### src/rtl/svcs_trnx_deframer.sv
// SVCS receive deframer: parses a 4-word transaction header from the raw word
// stream, presents it on a handshake port, then passes n_payloads words through
// with index and last marker. Oversized transactions are drained and flagged.
module svcs_trnx_deframer #(
  parameter int unsigned DW           = 32,
  parameter int unsigned MAX_PAYLOADS = 4096,
  parameter int unsigned CW           = 13
) (
  input  logic          clk,
  input  logic          rst,
  input  logic          in_valid,
  output logic          in_ready,
  input  logic [DW-1:0] in_data,
  output logic          hdr_valid,
  input  logic          hdr_ready,
  output logic [DW-1:0] hdr_trnx_type,
  output logic [DW-1:0] hdr_trnx_id,
  output logic [DW-1:0] hdr_data_type,
  output logic [DW-1:0] hdr_n_payloads,
  output logic          out_valid,
  input  logic          out_ready,
  output logic [DW-1:0] out_data,
  output logic [CW-1:0] out_idx,
  output logic          out_last,
  output logic          err_oversize,
  output logic [15:0]   trnx_count,
  output logic          busy
);

  typedef enum logic [1:0] {StHdr, StHdrOut, StPayload, StDrain} state_e;

  state_e        state_q, state_d;
  logic [1:0]    hdr_cnt_q, hdr_cnt_d;
  logic [DW-1:0] type_q, type_d;
  logic [DW-1:0] id_q, id_d;
  logic [DW-1:0] dtype_q, dtype_d;
  logic [DW-1:0] npl_q, npl_d;
  logic [DW-1:0] rem_q, rem_d;
  logic [CW-1:0] idx_q, idx_d;
  logic          err_q, err_d;
  logic [15:0]   cnt_q, cnt_d;

  // State and datapath registers, synchronous reset.
  always_ff @(posedge clk) begin
    if (rst) begin
      state_q   <= StHdr;
      hdr_cnt_q <= 2'd0;
      type_q    <= '0;
      id_q      <= '0;
      dtype_q   <= '0;
      npl_q     <= '0;
      rem_q     <= '0;
      idx_q     <= '0;
      err_q     <= 1'b0;
      cnt_q     <= 16'd0;
    end else begin
      state_q   <= state_d;
      hdr_cnt_q <= hdr_cnt_d;
      type_q    <= type_d;
      id_q      <= id_d;
      dtype_q   <= dtype_d;
      npl_q     <= npl_d;
      rem_q     <= rem_d;
      idx_q     <= idx_d;
      err_q     <= err_d;
      cnt_q     <= cnt_d;
    end
  end

  // Next-state logic and handshake outputs.
  always_comb begin
    state_d   = state_q;
    hdr_cnt_d = hdr_cnt_q;
    type_d    = type_q;
    id_d      = id_q;
    dtype_d   = dtype_q;
    npl_d     = npl_q;
    rem_d     = rem_q;
    idx_d     = idx_q;
    err_d     = 1'b0;
    cnt_d     = cnt_q;
    in_ready  = 1'b0;
    hdr_valid = 1'b0;
    out_valid = 1'b0;
    out_last  = 1'b0;

    unique case (state_q)
      StHdr: begin
        in_ready = 1'b1;
        if (in_valid) begin
          unique case (hdr_cnt_q)
            2'd0: type_d  = in_data;
            2'd1: id_d    = in_data;
            2'd2: dtype_d = in_data;
            2'd3: npl_d   = in_data;
          endcase
          hdr_cnt_d = hdr_cnt_q + 2'd1;
          if (hdr_cnt_q == 2'd3) begin
            if (in_data > DW'(MAX_PAYLOADS)) begin
              err_d   = 1'b1;
              rem_d   = in_data;
              state_d = StDrain;
            end else begin
              state_d = StHdrOut;
            end
          end
        end
      end
      StHdrOut: begin
        hdr_valid = 1'b1;
        if (hdr_ready) begin
          if (npl_q == '0) begin
            cnt_d   = cnt_q + 16'd1;
            state_d = StHdr;
          end else begin
            rem_d   = npl_q;
            idx_d   = '0;
            state_d = StPayload;
          end
        end
      end
      StPayload: begin
        // Zero-latency pass-through; downstream backpressure stalls the source.
        out_valid = in_valid;
        in_ready  = out_ready;
        out_last  = (rem_q == DW'(1));
        if (in_valid && out_ready) begin
          rem_d = rem_q - DW'(1);
          idx_d = idx_q + CW'(1);
          if (rem_q == DW'(1)) begin
            cnt_d   = cnt_q + 16'd1;
            state_d = StHdr;
          end
        end
      end
      StDrain: begin
        in_ready = 1'b1;
        if (in_valid) begin
          rem_d = rem_q - DW'(1);
          if (rem_q == DW'(1)) state_d = StHdr;
        end
      end
      default: state_d = StHdr;
    endcase
  end

  // Registered fields and status outputs.
  always_comb begin
    hdr_trnx_type  = type_q;
    hdr_trnx_id    = id_q;
    hdr_data_type  = dtype_q;
    hdr_n_payloads = npl_q;
    out_data       = in_data;
    out_idx        = (state_q == StPayload) ? idx_q : '0;
    err_oversize   = err_q;
    trnx_count     = cnt_q;
    busy           = (state_q != StHdr) || (hdr_cnt_q != 2'd0);
  end

endmodule

### config.mk
export PLATFORM = sky130hd
export DESIGN_NAME = svcs_trnx_deframer
export DESIGN_NICKNAME = d
export VERILOG_FILES = /design/src/rtl/svcs_trnx_deframer.sv
export SDC_FILE = /design/constraint.sdc
export NUM_CORES = 1
export LEC_CHECK = 0
export ABC_CLOCK_PERIOD_IN_PS = 2400
export CORE_MARGIN = 3
export CORE_UTILIZATION = 39
export DETAILED_ROUTE_END_ITERATION = 8
export GPL_TIMING_DRIVEN = 1
export PLACE_DENSITY = 0.68
export SYNTH_ARGS = -nofsm -noshare
export SYNTH_HDL_FRONTEND = slang
export SYNTH_SLANG_ARGS = --single-unit
### constraint.sdc
create_clock -name clk -period 2.4 [get_ports clk]
set_input_delay 0.36 -clock clk [delete_from_list [all_inputs] [get_ports clk]]
set_output_delay 0.36 -clock clk [all_outputs]
set_load 0.05 [all_outputs]
==> metrics.cfg, run 1 <==
[outcome]
run_status = finished with violations
violations = negative setup slack

[pwr]
peakVddDrop_mv = 0.6319
swShare_pct = 45.63
pwr-share-clk_pct = 18.9
combPwrFrac_pct = 56.0
p_leak_nw = 5.148
power.internal_w = 0.008621
p_switching_w = 0.007234
power_density_nw_per_um2 = 1119
p_seq_share_pct = 25.1

[sta]
fmax_mhz = 409.0
setup_tns_ps = -52.78
hold_viol = 0
fin_worst_skew_ps = 19.31
timing.final.crit_period_ps = 2445
worstMarginPinSlew_ps = 925.4
slew_headroom_pct = 38.31
rsz0062_at_grt = yes
fin_ws_ps = -45.20
holdWs_ps = 446.8
setup_viol = 2
slew_viol_final = 0
fin_crit_sh_pct = 101.9

[hold_path]
min_from = rst
hold_path_class = in2reg

[synthesis]
synth-async-reset-ratio_pct = 0
syn-num-nets = 1270
yosysTopAreaCell = dfxtp_1
synth_top_area_share_pct = 40.93
syn_avg_cell_area_um2 = 7.772
synth_seq_area_share_pct = 40.93
synth_warnings = 0
synth_flop_cell = dfxtp_1
synth_edf_count = 0
syn_area_um2 = 9489
synthDistinctLibCells = 67
synthCells = 1221
synth-seq-cells = 194
synth_area_leaders = dfxtp_1, nand2_1, a21oi_1

[routing]
num_vias = 10300
post_drt_via_cell_ratio = 5.614
first_pass_iters = 5
dr.first_iter.drc_count = 948
post-route-drc-count = 0
detail_route.wl_per_cell_um = 19.07
ant_nets = 0
routed_wl_um = 35000

[global_routing]
antenna_found_initial = 0
first_global_vias = 9702
grtUsageTotal_pct = 25.46
grt_start_max_net_pins = 185
grt_pass1_wl_um = 53900
grt_remaining_overflow = 0

[layout]
final_cell_mix = nand2_1, dfxtp_1, clkdlybuf4s50_1
multi_input_area_um2 = 5226
final_util_pct = 59.83
nets = 1552
fillers = 2086
final_common_cell = nand2_1
instances_no_fill = 1835
antenna-diode-count = 0
syn2layout_area_growth_pct = 49.31
ff_latch_area_um2 = 3891
drive_above_1_share_pct = 20.32
stdcell_area_um2 = 14170

[placed_design]
gp_congestion = 0.8812
port_buffers = 231
placed_area_um2 = 13200
dp_hpwl_um = 24390
post-place-cells = 1794

[clock_tree]
root_buffer = clkbuf_16
cts_sinks = 194
postCtsHoldBufs = 0
cts-buffers-inserted = 17
ctsLongestPathBuffers = 2
worstSkewPairLatency_ps = 450
clk_pin_slew_worst_paths_ps = 80
cts-htree-levels = 4
cts_tree = yes

[worst_setup_path]
cp.arrival_ps = 2090
r2r_slack_ps = -10
cp-startpoint = rem_q[1]
critPathCaptureType = output port
rr_startpoint = rem_q[1]
critPathKind = reg2out
cp-start-kind = flip-flop
cp.required_ps = 2040
crit_fanout = 2

[job]
drv_cap = 0

[floorplanning]
ios = 232
initial_core_util_pct = 40.07
fp.dieH_um = 162.0
coreArea_um2 = 23680
rows = 56
die_w_um = 162.0
fp.dieArea_um2 = 26240

[per-layer routing]
layer / up-vias / wire length [um] / GRT usage, %
met5: - / 0 / 0
met4: 0 / 822 / 7.639
met3: 62 / 2435 / 5.203
met2: 395 / 16330 / 41.08
met1: 4947 / 15410 / 34.51
li1: 4898 / - / -
[state kept, by name (all words and copies together), names as in the netlist]
register,flops
hdr_data_type,32
rem_q,32
hdr_n_payloads,32
trnx_count,16
idx_q,13
hdr_trnx_type,32
hdr_trnx_id,32
hdr_cnt_q,2
err_oversize,1
state_q,2
[layout make-up]
type / count / share of cell area (%)
Multi-Input combinational cell: 883 / 36.89
Timing Repair Buffer: 393 / 28.06
Sequential cell: 194 / 27.46
Clock buffer: 17 / 3.002
Tap cell: 319 / 2.817
Clock inverter: 15 / 1.395
Inverter: 14 / 0.3709
[cells by family after synthesis]
family / synth area share [%]
AOI/OAI and AO/OA: 21.32
xor gates and xnor gates: 0.8306
adders and majority gates: 1.582
buffers and inverters: 7.094
and+or+nand+nor: 26.38
muxes: 1.859
DFF: 40.93
[repair_timing]
item | CTS | global route
resized for setup | 17 | 30
buffers inserted | 6 | 2
cloned | 0 | 1
setup endpoints to repair | 21 | 28
pin swaps | 4 | 4
[cells in the mapped netlist (9+ instances only)]
cell type,number
clkbuf_1,89
o211ai_1,14
nor4_1,29
o21ai_0,25
buf_4,32
nor3_1,12
nor2b_1,16
o41ai_1,16
and4_1,12
inv_1,14
dfxtp_1,194
ha_1,12
nand2_1,299
nand3_1,20
nand4_1,13
or4_1,20
o31ai_1,17
and2_1,18
a21oi_1,169
nor2_1,51
and3_1,9
[metrics by stage]
step / power, W / setup WS (ps)
finish: 0.01585 / -45.20
floorplan: 0.009054 / -33.89
global route: 0.01666 / -106.1
detailed placement: 0.01228 / -225.5
global placement: 0.01216 / -224.1
CTS: 0.01553 / -45.21
[path summary, 6_finish.rpt]
| kind | cells after the start | end |
|---|---|---|
| worst min register to register | 2 | hdr_trnx_id[30] |
| worst max register to register | 9 | trnx_count[9] |
| worst min-delay path | 4 | rem_q[6] |
| worst max-delay path | 7 | out_last |
[critical path, cell delays in order, from the launching register on]
cell     delay (ps)
dfxtp_2         330
inv_2            70
ha_4            120
or4b_4          460
nor3_4          160
buf_4           140
and4_4          220
buf_12          140
[power by group through the flow]
stage / combinational (W) / clock [W] / sequential (W)
finish: 0.00888 / 0.00300 / 0.00397
global placement: 0.00815 / 0 / 0.00401
detailed placement: 0.00826 / 0 / 0.00402
floorplan: 0.00426 / 0 / 0.00480
global route: 0.00946 / 0.00318 / 0.00402
CTS: 0.00854 / 0.00304 / 0.00395
Power figures use the tool's default switching activity.
==> inputs of run 2 (changes only) <==
--- a/config.mk
+++ b/config.mk
@@ -9,8 +9,9 @@
 export CORE_MARGIN = 3
 export CORE_UTILIZATION = 39
 export DETAILED_ROUTE_END_ITERATION = 8
-export GPL_TIMING_DRIVEN = 1
+export GPL_TIMING_DRIVEN = 0
 export PLACE_DENSITY = 0.68
+export SKIP_LAST_GASP = 1
 export SYNTH_ARGS = -nofsm -noshare
 export SYNTH_HDL_FRONTEND = slang
 export SYNTH_SLANG_ARGS = --single-unit
==> run 2 against run 1 <==
The flow still finishes with violations (negative setup slack). Routed wire length grew 7.6%. Non-clock buffer count grew 2. Combinational power grew 1%. First-iteration DRC count grew 10%. Sequential power grew 4%. Fmax shrank 6.4%.
==> metrics.cfg, run 2 (synthesis gave the netlist of run 1 again) <==
[worst_setup_path]
crit_fanout = 6
critPathCaptureType = output port
cp_slowest_cell = or4_4
cp-start-kind = flip-flop
crit_family = simple AND/OR/NAND/NOR gates
r2r_slack_ps = -190
slowest_delay_ps = 560
cpMostUsedCell = buf_8
cp.required_ps = 2040
cp_num_buf_inv = 2
cp_cell_sequence = or4_4, buf_8, nor3_4, and4_4, buf_8
critPathKind = reg2out
cp.arrival_ps = 2250

[sta]
timing.final.crit_period_ps = 2613
fin_ws_ps = -213.1
slew_headroom_pct = 47.70
setup_viol = 23
setup_tns_ps = -2744
worstMarginPinSlew_ps = 784.5
fin_worst_skew_ps = 10.91
fin_crit_sh_pct = 108.9
slew_viol_final = 0
fmax_mhz = 382.7
rsz0062_at_grt = yes
hold_viol = 0

[floorplanning]
initial_core_util_pct = 40.07
fp.dieArea_um2 = 26240
rows = 56
coreArea_um2 = 23680
fp.dieH_um = 162.0
die_w_um = 162.0
ios = 232

[global_routing]
grt_pass1_wl_um = 57360
antenna_found_initial = 0
grtUsageTotal_pct = 27.50
grt_remaining_overflow = 0
grt_start_max_net_pins = 21
first_global_vias = 9882

[pwr]
combPwrFrac_pct = 56.1
power_w = 0.01604
swShare_pct = 47.08
p_leak_nw = 4.837
power_density_nw_per_um2 = 1176
p_switching_w = 0.007550
p_seq_share_pct = 25.8
pwr-share-clk_pct = 18.1
peakVddDrop_mv = 0.6033
power.internal_w = 0.008486

[clock_tree]
cts_sinks = 194
clk_pin_slew_worst_paths_ps = 80
worstSkewPairLatency_ps = 450
cts-htree-levels = 4
root_buffer = clkbuf_16
cts-buffers-inserted = 17
postCtsHoldBufs = 0
ctsLongestPathBuffers = 2
cts_tree = yes

[layout]
final_common_cell = nand2_1
fillers = 2226
stdcell_area_um2 = 13640
drive_above_1_share_pct = 16.60
final_cell_mix = nand2_1, clkdlybuf4s50_1, dfxtp_1
syn2layout_area_growth_pct = 43.75
ff_latch_area_um2 = 3909
antenna-diode-count = 0
multi_input_area_um2 = 5345
nets = 1554

[placed_design]
placed_area_um2 = 12250
dp_hpwl_um = 26140
post-place-ws_ps = -1130
gp_congestion = 0.9640
port_buffers = 231

[outcome]
run_status = finished with violations
violations = negative setup slack

[routing]
first_pass_iters = 6
post-route-drc-count = 0
ant_nets = 0
routed_wl_um = 37670
dr.first_iter.drc_count = 1046
post_drt_via_cell_ratio = 5.825
num_vias = 10700
detail_route.wl_per_cell_um = 20.50

[hold_path]
hold_path_class = reg2reg

[job]
drv_cap = 0

-- run 2: cell types whose count changed in the layout (fill, tap and decap cells not counted), moves of 6 or more --
cell             before  now
clkdlybuf4s50_1     180  190
clkbuf_4              0   15
dlymetal6s2s_1        0    6
buf_4               166   76
buf_6                 2    9
dfxtp_1             190  184
dlygate4sd2_1         0   18
clkbuf_2              0   18
clkbuf_1              0   49
buf_12               44    0
-- run 2: per-stage QoR --
step / util (%) / hold WS [ps] / cells
after global placement: 51.72 / 440.5 / 1771
after floorplan: - / 447.3 / 1221
after CTS: 55.76 / 457.2 / 1822
after global routing: 57.60 / 472.9 / 1837
final: 57.60 / 455.3 / 1837
after detailed placement: 51.72 / 446.5 / 1771
-- run 2: routing by layer --
metal	vias up	global-route usage [%]	wire [um]
met1	5097	38.07	15910
met3	102	5.891	3568
li1	4902	-	-
met4	0	9.306	1338
met2	599	42.70	16850
met5	-	0	0
-- run 2: final timing paths --
kind	startpoint	end	cells after the start
setup / recovery	rem_q[5]	out_last	5
hold / removal	hdr_trnx_type[14]	hdr_trnx_type[14]	2
setup reg to reg	rem_q[5]	trnx_count[15]	8
hold reg to reg	hdr_trnx_type[14]	hdr_trnx_type[14]	2
-- run 2: power groups by stage --
stage	Clock (W)	Combinational (W)	Sequential, W
final	0.00289	0.00900	0.00414
after global routing	0.00304	0.00947	0.00419
after CTS	0.00290	0.00800	0.00409
after detailed placement	0	0.00719	0.00415
after global placement	0	0.00715	0.00413
after floorplan	0	0.00426	0.00480
-- run 2: layout make-up --
cell class                 instances  area share (%)
multi-input combinational        883           39.19
timing repair buffer             273           19.34
clock buffer                      18           3.146
clock inverter                    14           1.165
inverter                          14          0.3852
tap                              319           2.926
buffer                           122           5.201
sequential                       194           28.66
-- run 2: worst min-delay path: stages, from the launching register on --
cell and delay [ps]:
dfxtp_1 310, nand2_1 50, a21oi_1 50
-- run 2: what timing repair did --
action	in CTS	in global routing
endpoints found under the hold margin	0	0
resized for setup	183	114
gates cloned	0	1
buffers inserted	24	17
pin swaps	15	11
endpoints found under the setup margin	229	164
==> inputs of run 3 (changes only) <==
--- a/config.mk
+++ b/config.mk
@@ -8,6 +8,7 @@
 export ABC_CLOCK_PERIOD_IN_PS = 2400
 export CORE_MARGIN = 3
 export CORE_UTILIZATION = 39
+export CTS_CLUSTER_SIZE = 24
 export DETAILED_ROUTE_END_ITERATION = 8
 export GPL_TIMING_DRIVEN = 0
 export PLACE_DENSITY = 0.68
==> results of run 3 <==
Final layout, timing and power as in run 2 (identical DEF).
